===== config.mk =====
export PLATFORM = sky130hd
export DESIGN_NAME = channel_sum_accum_flat
export DESIGN_NICKNAME = d
export VERILOG_FILES = /design/src/rtl/channel_sum_accum_if.sv /design/src/rtl/channel_sum_accum.sv /design/src/flat_wrapper.sv
export SDC_FILE = /design/constraint.sdc
export NUM_CORES = 1
export LEC_CHECK = 0
export CAP_MARGIN = 20
export CORE_MARGIN = 2
export CORE_UTILIZATION = 45
export DETAILED_ROUTE_END_ITERATION = 10
export GPL_TIMING_DRIVEN = 0
export PLACE_DENSITY = 0.79
export SYNTH_ARGS = -nofsm -noshare
export SYNTH_HDL_FRONTEND = slang
export SYNTH_SLANG_ARGS = --single-unit
export TNS_END_PERCENT = 10

===== constraint.sdc =====
create_clock -name clk -period 13.9 [get_ports clk]
set_clock_uncertainty 0.05 [all_clocks]
set_input_delay 1.39 -clock clk [delete_from_list [all_inputs] [get_ports clk]]
set_output_delay 1.39 -clock clk [all_outputs]
set_load 0.005 [all_outputs]

===== src/rtl/channel_sum_accum_if.sv =====
// Handshake/data bundle between the conv datapath and the channel-combine stage.
// The master drives pass control and beats; the slave returns status and the result.
interface channel_sum_accum_if #(
  parameter int unsigned NUM_CH = 3,
  parameter int unsigned IN_W   = 21,
  parameter int unsigned ACC_W  = 24,
  parameter int unsigned OUT_W  = 8
);
  logic                       start;
  logic [ACC_W-1:0]           bias;
  logic [4:0]                 cfg_shift;
  logic                       relu_en;
  logic                       in_valid;
  logic                       in_last;
  logic [NUM_CH*IN_W-1:0]     dot_flat;
  logic                       busy;
  logic                       out_valid;
  logic [OUT_W-1:0]           out_data;
  logic                       ovf;

  modport master (
    output start, bias, cfg_shift, relu_en, in_valid, in_last, dot_flat,
    input  busy, out_valid, out_data, ovf
  );

  modport slave (
    input  start, bias, cfg_shift, relu_en, in_valid, in_last, dot_flat,
    output busy, out_valid, out_data, ovf
  );
endinterface


===== src/rtl/channel_sum_accum.sv =====
// Sums NUM_CH signed dot products per beat, accumulates a pass from a bias with
// saturation, then rounds, shifts, optionally ReLUs and clamps to OUT_W bits.
module channel_sum_accum #(
  parameter int unsigned NUM_CH = 3,
  parameter int unsigned IN_W   = 21,
  parameter int unsigned ACC_W  = 24,
  parameter int unsigned OUT_W  = 8
) (
  input logic                clk,
  input logic                rst_n,
  channel_sum_accum_if.slave bus
);

  typedef enum logic [1:0] {IDLE, ACCUM, DRAIN} state_e;

  localparam logic signed [ACC_W-1:0] ACC_MAX = {1'b0, {(ACC_W-1){1'b1}}};
  localparam logic signed [ACC_W-1:0] ACC_MIN = {1'b1, {(ACC_W-1){1'b0}}};
  localparam logic signed [ACC_W:0]   LIM_U   = {{(ACC_W+1-OUT_W){1'b0}}, {OUT_W{1'b1}}};
  localparam logic signed [ACC_W:0]   LIM_SP  = {{(ACC_W+2-OUT_W){1'b0}}, {(OUT_W-1){1'b1}}};
  localparam logic signed [ACC_W:0]   LIM_SN  = ~LIM_SP;

  state_e                   state_q, state_d;
  logic [4:0]               shift_q, shift_d;
  logic                     relu_q, relu_d;
  logic                     s1_valid_q, s1_valid_d;
  logic                     s1_last_q, s1_last_d;
  logic signed [ACC_W-1:0]  s1_sum_q, s1_sum_d;
  logic                     s2_fire_q, s2_fire_d;
  logic signed [ACC_W-1:0]  acc_q, acc_d;
  logic                     ovf_q, ovf_d;
  logic                     out_valid_q, out_valid_d;
  logic [OUT_W-1:0]         out_data_q, out_data_d;

  logic signed [IN_W-1:0]   ch;
  logic [ACC_W:0]           ext_sum;
  logic signed [ACC_W:0]    rnd, r, q;
  logic [OUT_W-1:0]         sat;
  logic                     beat_ok;

  // Stage 1: channel sum; a start in the same cycle drops the beat.
  always_comb begin
    ch       = '0;
    s1_sum_d = '0;
    beat_ok  = bus.in_valid && (state_q == ACCUM) && !bus.start;
    for (int unsigned c = 0; c < NUM_CH; c++) begin
      ch       = bus.dot_flat[c*IN_W +: IN_W];
      s1_sum_d = s1_sum_d + ACC_W'(ch);
    end
    s1_valid_d = beat_ok;
    s1_last_d  = bus.in_last;
  end

  // Stage 2: saturating accumulate, reloaded from bias on any start.
  always_comb begin
    acc_d     = acc_q;
    ovf_d     = ovf_q;
    s2_fire_d = 1'b0;
    ext_sum   = {acc_q[ACC_W-1], acc_q} + {s1_sum_q[ACC_W-1], s1_sum_q};
    if (bus.start) begin
      acc_d = bus.bias;
      ovf_d = 1'b0;
    end else if (s1_valid_q) begin
      s2_fire_d = s1_last_q;
      if (ext_sum[ACC_W] != ext_sum[ACC_W-1]) begin
        acc_d = ext_sum[ACC_W] ? ACC_MIN : ACC_MAX;
        ovf_d = 1'b1;
      end else begin
        acc_d = ext_sum[ACC_W-1:0];
      end
    end
  end

  // Stage 3: round half up in ACC_W+1 bits, arithmetic shift, clamp.
  always_comb begin
    rnd = '0;
    if (shift_q != 5'd0) rnd = (ACC_W+1)'(1) << (shift_q - 5'd1);
    r = {acc_q[ACC_W-1], acc_q} + rnd;
    q = r >>> shift_q;
    if (relu_q) begin
      if (q[ACC_W])        sat = '0;
      else if (q > LIM_U)  sat = '1;
      else                 sat = q[OUT_W-1:0];
    end else begin
      if (q > LIM_SP)      sat = {1'b0, {(OUT_W-1){1'b1}}};
      else if (q < LIM_SN) sat = {1'b1, {(OUT_W-1){1'b0}}};
      else                 sat = q[OUT_W-1:0];
    end
    out_valid_d = s2_fire_q && !bus.start;
    out_data_d  = out_valid_d ? sat : out_data_q;
  end

  always_comb begin
    state_d = state_q;
    shift_d = shift_q;
    relu_d  = relu_q;
    if (bus.start) begin
      state_d = ACCUM;
      shift_d = bus.cfg_shift;
      relu_d  = bus.relu_en;
    end else begin
      unique case (state_q)
        IDLE:    state_d = IDLE;
        ACCUM:   if (beat_ok && bus.in_last) state_d = DRAIN;
        DRAIN:   if (out_valid_d) state_d = IDLE;
        default: state_d = IDLE;
      endcase
    end
  end

  always_ff @(posedge clk or negedge rst_n) begin
    if (!rst_n) begin
      state_q     <= IDLE;
      shift_q     <= '0;
      relu_q      <= 1'b0;
      s1_valid_q  <= 1'b0;
      s1_last_q   <= 1'b0;
      s1_sum_q    <= '0;
      s2_fire_q   <= 1'b0;
      acc_q       <= '0;
      ovf_q       <= 1'b0;
      out_valid_q <= 1'b0;
      out_data_q  <= '0;
    end else begin
      state_q     <= state_d;
      shift_q     <= shift_d;
      relu_q      <= relu_d;
      s1_valid_q  <= s1_valid_d;
      s1_last_q   <= s1_last_d;
      s1_sum_q    <= s1_sum_d;
      s2_fire_q   <= s2_fire_d;
      acc_q       <= acc_d;
      ovf_q       <= ovf_d;
      out_valid_q <= out_valid_d;
      out_data_q  <= out_data_d;
    end
  end

  assign bus.busy      = (state_q != IDLE);
  assign bus.out_valid = out_valid_q;
  assign bus.out_data  = out_data_q;
  assign bus.ovf       = ovf_q;

endmodule


===== src/flat_wrapper.sv =====
// flat-port wrapper written by rule: the top's interface ports become plain ports
module channel_sum_accum_flat 
#(
  parameter int unsigned NUM_CH = 3,
  parameter int unsigned IN_W   = 21,
  parameter int unsigned ACC_W  = 24,
  parameter int unsigned OUT_W  = 8
)
  (clk, rst_n, bus_start, bus_bias, bus_cfg_shift, bus_relu_en, bus_in_valid, bus_in_last, bus_dot_flat, bus_busy, bus_out_valid, bus_out_data, bus_ovf);
  channel_sum_accum_if #(.NUM_CH(NUM_CH), .IN_W(IN_W), .ACC_W(ACC_W), .OUT_W(OUT_W)) bus_i ();
  input logic clk;
  input logic rst_n;
  input wire logic [$bits(bus_i.start)-1:0] bus_start;
  input wire logic [$bits(bus_i.bias)-1:0] bus_bias;
  input wire logic [$bits(bus_i.cfg_shift)-1:0] bus_cfg_shift;
  input wire logic [$bits(bus_i.relu_en)-1:0] bus_relu_en;
  input wire logic [$bits(bus_i.in_valid)-1:0] bus_in_valid;
  input wire logic [$bits(bus_i.in_last)-1:0] bus_in_last;
  input wire logic [$bits(bus_i.dot_flat)-1:0] bus_dot_flat;
  output wire logic [$bits(bus_i.busy)-1:0] bus_busy;
  output wire logic [$bits(bus_i.out_valid)-1:0] bus_out_valid;
  output wire logic [$bits(bus_i.out_data)-1:0] bus_out_data;
  output wire logic [$bits(bus_i.ovf)-1:0] bus_ovf;
  assign bus_i.start = bus_start;
  assign bus_i.bias = bus_bias;
  assign bus_i.cfg_shift = bus_cfg_shift;
  assign bus_i.relu_en = bus_relu_en;
  assign bus_i.in_valid = bus_in_valid;
  assign bus_i.in_last = bus_in_last;
  assign bus_i.dot_flat = bus_dot_flat;
  assign bus_busy = bus_i.busy;
  assign bus_out_valid = bus_i.out_valid;
  assign bus_out_data = bus_i.out_data;
  assign bus_ovf = bus_i.ovf;
  channel_sum_accum #(.NUM_CH(NUM_CH), .IN_W(IN_W), .ACC_W(ACC_W), .OUT_W(OUT_W)) u_core (.clk(clk), .rst_n(rst_n), .bus(bus_i));
endmodule

==> summary.txt, run 1 <==
Routing
  – Vias per cell: 6.24
  – Drt pass-1 iters: 7
  – Total Wirelength: 29.2 mm
  – Post-route DRC violation count: 0
  – Per-cell routed wire length: 19.1 µm
  – Antenna viol nets, final: 0
  – Via count: 9566
  – Initial DRC count: 931

Timing
  – Slew @ Worst Pin: 0.800 ns
  – Final period util: 0.506
  – Final setup violation count: 0
  – Min Clock Period, post-route: 7.03 ns
  – Max-slew headroom: 0.462
  – RSZ-0062 raised after global routing: no
  – Final setup TNS: 0 ns
  – Final Hold Vio Count: 0
  – Pins over their slew limit: 0
  – FMAX: 0.142 GHz

Logic synthesis
  – Synth area leader: dfrtp_1
  – Seq/Total Area, Yosys: 0.190
  – Commonest cells post-synth: 119 x nor2_1, 102 x a21oi_1, 101 x nand2_1
  – Number of synthesized flops with an enable pin: 0
  – Asr flop ratio synth: 1.00
  – Synth top area share: 0.190
  – Syn Nets: 1335
  – Yosys synthesis warning count: 0
  – Synth Area per Inst: 7.83 µm²
  – Synth Register Bits: 68
  – Main flop type after synthesis: dfrtp_1
  – Area contributors post-synth: dfrtp_1 19%, ha_1 9.6%, a21oi_1 5.7%, fa_1 5.4%, nor2_1 5.0%
  – Yosys cell types: 89
  – Synth Cell Area: 0.00896 mm²
  – Syn Inst Count: 1144
  – Cell with the most instances after synthesis: nor2_1

Clocking
  – CTS tree: yes
  – Post-CTS setup buffer count: 0
  – Post_cts resized: 0
  – Clock Tree Buf Depth: 2
  – Clock net sink count: 68
  – CTS H-tree lvls: 3
  – Skew-Pair Late Insertion Delay: 0.35 ns
  – Hold buffer count at CTS: 0
  – Clock input transition at the sequential cells of the worst setup and hold paths: 0.07 ns
  – Total CTS buffers: 9
  – Root buffer cell: clkbuf_16

Global routing
  – Largest net degree at the start of global routing: 62
  – First-pass GRT wire length: 48.1 mm
  – Grt ovf: 0
  – Vias in the first global route: 9318
  – GRT Total Usage: 0.278
  – Initial antenna violation count: 0

Layout
  – Register area: 0.00170 mm²
  – Layout area overhead: 19.3%
  – NumNets Final: 1454
  – ANT cells: 0
  – FILL cells: 1855
  – Multi-input combinational cell area: 0.00684 mm²
  – Layout cell share with drive strength beyond 1: 0.0576

Worst setup path
  – Critical path arrival: 7.19 ns
  – Crit Path Class: reg -> reg
  – Worst setup EP type: register
  – Worst path required time: 14.06 ns
  – Worst Path Max Fanout: 10
  – Worst setup SP type: register
  – Reg2reg path depth: 20

Pwr
  – Peak supply drop: 71.6 µV
  – PD cells: 135 mW/mm²
  – Pleak: 4.41 nW
  – Total power: 1.44 mW

Job
  – Max cap viols: 0

Die
  – Die height: 145 µm
  – FP Rows: 51
  – CORE AREA: 0.0195 mm²
  – Die width: 145 µm
  – Initial Util: 0.459
  – Die area: 0.0211 mm²
  – I/O Pins: 109

Outcome
  – Outcome: finished, final reports clean

Place
  – Port Buffers: 107
  – Gpl congestion: 0.991
  – DP Wirelength: 23.6 mm

Min path
  – Worst min path class: reg -> reg
  – Hold Path Depth: 1
-- report_power, final --
| part | total (mW) | switching, mW | internal, mW |
|---|---|---|---|
| logic | 0.912 | 0.528 | 0.383 |
| clock network | 0.244 | 0.103 | 0.142 |
| registers | 0.287 | 0.0364 | 0.251 |
| total | 1.44 | 0.667 | 0.776 |
-- final timing paths --
path	from	to	slack [ns]
max in group asynchronous	rst_n	u_core.shift_q[3]	12.42
max reg2reg	u_core.shift_q[2]	u_core.bus.out_data[6]	6.87
max	u_core.shift_q[2]	u_core.bus.out_data[6]	6.87
min reg2reg	u_core.s1_last_q	u_core.s2_fire_q	0.40
min	u_core.s1_last_q	u_core.s2_fire_q	0.40
min in group asynchronous	rst_n	u_core.bus.out_data[2]	0.82
-- metrics by stage --
step	area, µm²	hold slack, ns	util	setup WS (ns)	instances
global route	10700	0.435	0.548	6.30	1533
global placement	10400	0.385	0.531	6.99	1516
floorplan	8960	0.378	-	8.84	1144
finish	10700	0.401	0.548	6.87	1533
detailed placement	10400	0.389	0.532	7.11	1517
CTS	10700	0.405	0.548	7.09	1533
-- cell usage in the layout (no fill, tap or decap), drive strengths merged, types with 8 or more instances in the layout --
cell and count:
nand4 16, nor2b 14, and2 14, inv 46, and4 8, nand2b 10
nand2 101, clkdlybuf4s50 106, a21o 25, clkbuf 47, fa 24, a31oi 11
ha 69, xor2 8, o21a 28, o211ai 21, o31ai 14, nor3 33
o21ai 86, a211oi 27, xnor2 31, dfrtp 68, mux2i 16, a22oi 17
nand3 36, or3 16, a21oi 103, buf 20, and3 8, nor2 119
-- layout make-up --
| type | instances | area share |
|---|---|---|
| Buffer | 56 | 0.0245 |
| Inverter | 42 | 0.0147 |
| Clock inverter | 7 | 0.00749 |
| Tap cell | 265 | 0.0310 |
| Sequential cell | 68 | 0.159 |
| Multi-Input combinational cell | 978 | 0.640 |
| Timing Repair Buffer | 108 | 0.103 |
| Clock buffer | 9 | 0.0211 |
-- kinds of logic after synthesis --
group | after synthesis | synth area share
multiplexers | 28 | 0.0409
AND/OR/NAND/NOR | 397 | 0.214
AO/OA/AOI/OAI | 420 | 0.318
adder cells (fa/ha/maj) | 94 | 0.151
buffers and inverters | 98 | 0.0468
flip-flops | 68 | 0.190
XOR/XNOR | 39 | 0.0390
-- per-layer routing --
metal  share of wire  wire (µm)  track usage
met1            0.41      12000        0.347
met5               0          0            0
met4           0.040       1160        0.117
met2            0.48      13900        0.477
met3           0.071       2070       0.0459
-- critical path, cell delays in order (launching register included) --
cell and delay, ns:
dfrtp_1 0.33, clkbuf_1 0.44, clkbuf_1 0.44, buf_1 0.47, clkbuf_1 0.48, nand3_1 0.35, nor2_1 0.18, ha_1 0.13
buf_2 0.19, nand4_1 0.19, nor3_1 0.53, o2111ai_1 0.44, and3_1 0.30, nor3_1 0.43, o21ai_0 0.32, a22o_1 0.27
a21o_1 0.18, a2111oi_0 0.36, nand3_1 0.30, a211oi_1 0.32, o221ai_1 0.16
-- state kept, by name (all words and copies together), names as in the netlist --
signal	flops
u_core.acc_q	24
u_core.s1_sum_q	23
u_core.bus.out_data	8
u_core.shift_q	5
u_core.state_q	2
u_core.bus.out_valid	1
u_core.bus.ovf	1
u_core.relu_q	1
u_core.s1_last_q	1
u_core.s1_valid_q	1
u_core.s2_fire_q	1
No activity file was read; power rests on OpenSTA's default activity.
==> run 2, diff against run 1 <==
Settings changed: PLACE_DENSITY 0.79 to 0.81.
Clock period 13.9 ns to 6 ns, I/O delays scaled along.
==> summary.txt, run 2 (synthesized netlist as in run 1, its figures left out) <==
Outcome
  – Outcome: finished, final reports clean

Layout
  – Layout cell share with drive strength beyond 1: 0.0811
  – ANT cells: 0
  – Layout area overhead: 20.9%
  – Biggest register: u_core.acc_q
  – Most frequent cells in the layout: 119 x nor2_1, 106 x clkdlybuf4s50_1, 101 x a21oi_1
  – Number of flip-flops in the largest register: 24
  – Most common cell after layout, fill and taps aside: nor2_1
  – Final Cell Area: 0.0108 mm²
  – NumNets Final: 1456

Worst setup path
  – Cell Chain, Critical Path: clkbuf_2, buf_2, clkbuf_2, nand3_1, nor2_1, ha_1, buf_2, nand4_1, nor3_4, o2111ai_2, a2111oi_2, a311oi_1, nor3_1, o41a_1, o2111a_1, o2111ai_1, o41ai_2, a41oi_1, o221ai_1
  – Critical path's top delay family: compound AO/OA/AOI/OAI gates
  – Worst path required time: 6.21 ns
  – Crit Path Class: reg -> reg
  – Worst setup SP type: register
  – Reg2reg path depth: 19
  – Critical path depth in cells: 19
  – CP max stage delay: 0.51 ns
  – Slowest CP cell: dfrtp_2
  – Worst setup EP type: register
  – Worst r2r src: u_core.shift_q[2]
  – WP buf/inv: 4
  – CP Launch Point: u_core.shift_q[2]
  – Worst Path Max Fanout: 11
  – Critical path arrival: 5.90 ns

Global routing
  – Met3 usage: 0.0541
  – GRT Total Usage: 0.282
  – Gr busiest metal: met2
  – Grt ovf: 0
  – Vias in the first global route: 9433
  – First-pass GRT wire length: 48.4 mm
  – Largest net degree at the start of global routing: 63
  – Met2 Use GR: 0.476
  – Initial antenna violation count: 0
  – Met1 layer usage reported by global route: 0.349

Clocking
  – CTS H-tree lvls: 3
  – Total CTS buffers: 9
  – Hold buffer count at CTS: 0
  – Root buffer cell: clkbuf_16
  – Clock net sink count: 68
  – Skew-Pair Late Insertion Delay: 0.35 ns
  – Clock input transition at the sequential cells of the worst setup and hold paths: 0.07 ns
  – Clock Tree Buf Depth: 2
  – CTS tree: yes

Place
  – Placed cell area: 0.0104 mm²
  – Port Buffers: 107
  – Gpl congestion: 0.971
  – Place WS: -0.652 ns
  – DP Wirelength: 23.9 mm

Timing
  – FMAX: 0.176 GHz
  – Max-slew headroom: 0.453
  – Pins over their slew limit: 0
  – Min Clock Period, post-route: 5.69 ns
  – Slew @ Worst Pin: 0.812 ns
  – Final period util: 0.948
  – Final setup violation count: 0
  – Final Worst Setup Slack: 0.312 ns
  – RSZ-0062 raised after global routing: no
  – Final Hold Vio Count: 0

Routing
  – Per-cell routed wire length: 19.4 µm
  – Via count: 9668
  – Vias per cell: 6.30
  – Post-route DRC violation count: 0
  – Initial DRC count: 884
  – Antenna viol nets, final: 0
  – Total Wirelength: 29.8 mm
  – Drt pass-1 iters: 6

Min path
  – Worst min path class: in -> async

Pwr
  – Pleak: 4.50 nW
  – Peak supply drop: 192 µV
  – Total power: 3.40 mW
  – PD cells: 314 mW/mm²

Job
  – Max cap viols: 0

Die
  – I/O Pins: 109
  – Die area: 0.0211 mm²
  – Initial Util: 0.459
  – Die height: 145 µm
  – FP Rows: 51
  – Die width: 145 µm
  – CORE AREA: 0.0195 mm²
==> run 2: cell count changes in the layout (fill, tap and decap cells not counted), moves of 3 or more <==
cell,change
buf_4,+3
clkbuf_1,-13
clkbuf_2,+12
o21ai_0,-4
o21ai_1,+4
==> run 2: worst paths after layout <==
check / slack [ns] / end
max reg2reg: 0.31 / u_core.bus.out_data[6]
max in group asynchronous: 5.29 / u_core.shift_q[2]
min in group clk: 0.40 / u_core.s2_fire_q
max: 0.31 / u_core.bus.out_data[6]
min: 0.02 / u_core.bus.out_data[7]
min reg2reg: 0.40 / u_core.s2_fire_q
==> run 2: final cells by class <==
class / count / area [µm²]
Timing Repair Buffer: 111 / 1120
Sequential cell: 68 / 1700
Clock inverter: 7 / 83.8
Fill cell: 1832 / 8690
Tap cell: 265 / 332
Clock buffer: 9 / 225
Multi-Input combinational cell: 978 / 6940
Buffer: 55 / 274
Inverter: 42 / 158
==> run 2: what timing repair did <==
item / in CTS / in global routing
resized for setup: 13 / 31
buffers inserted: 2 / 1
endpoints found under the setup margin: 8 / 8
pin swaps: 1 / 1
gates cloned: 0 / 0
==> run 2: layer usage <==
metal  part of all wire  vias up
met5                  0        -
met4              0.043        0
met3              0.076       97
met2               0.47      464
met1               0.41     4545
li1                   -     4562
==> run 2: power breakdown <==
part,internal (mW),switching (mW)
registers,0.582,0.0859
clock network,0.329,0.240
logic,0.905,1.26
==> run 2: per-stage QoR <==
step	TNS [ns]	instances	hold WS (ns)	util
floorplan	0	1144	0.254	-
global placement	-5.32	1516	0.383	0.531
detailed placement	-4.77	1517	0.383	0.532
CTS	0	1535	0.0276	0.550
global route	0	1535	0.0245	0.555
finish	0	1535	0.0242	0.555
==> run 2: worst register-to-register path: stages, from the launching register on <==
cell       delay, ns
dfrtp_2         0.51
clkbuf_2        0.31
buf_2           0.28
clkbuf_2        0.30
nand3_1         0.27
nor2_1          0.18
ha_1            0.14
buf_2           0.19
nand4_1         0.26
nor3_4          0.35
o2111ai_2       0.31
a2111oi_2       0.44
a311oi_1        0.11
nor3_1          0.37
o41a_1          0.27
o2111a_1        0.21
o2111ai_1       0.12
o41ai_2         0.38
a41oi_1         0.29
o221ai_1        0.24
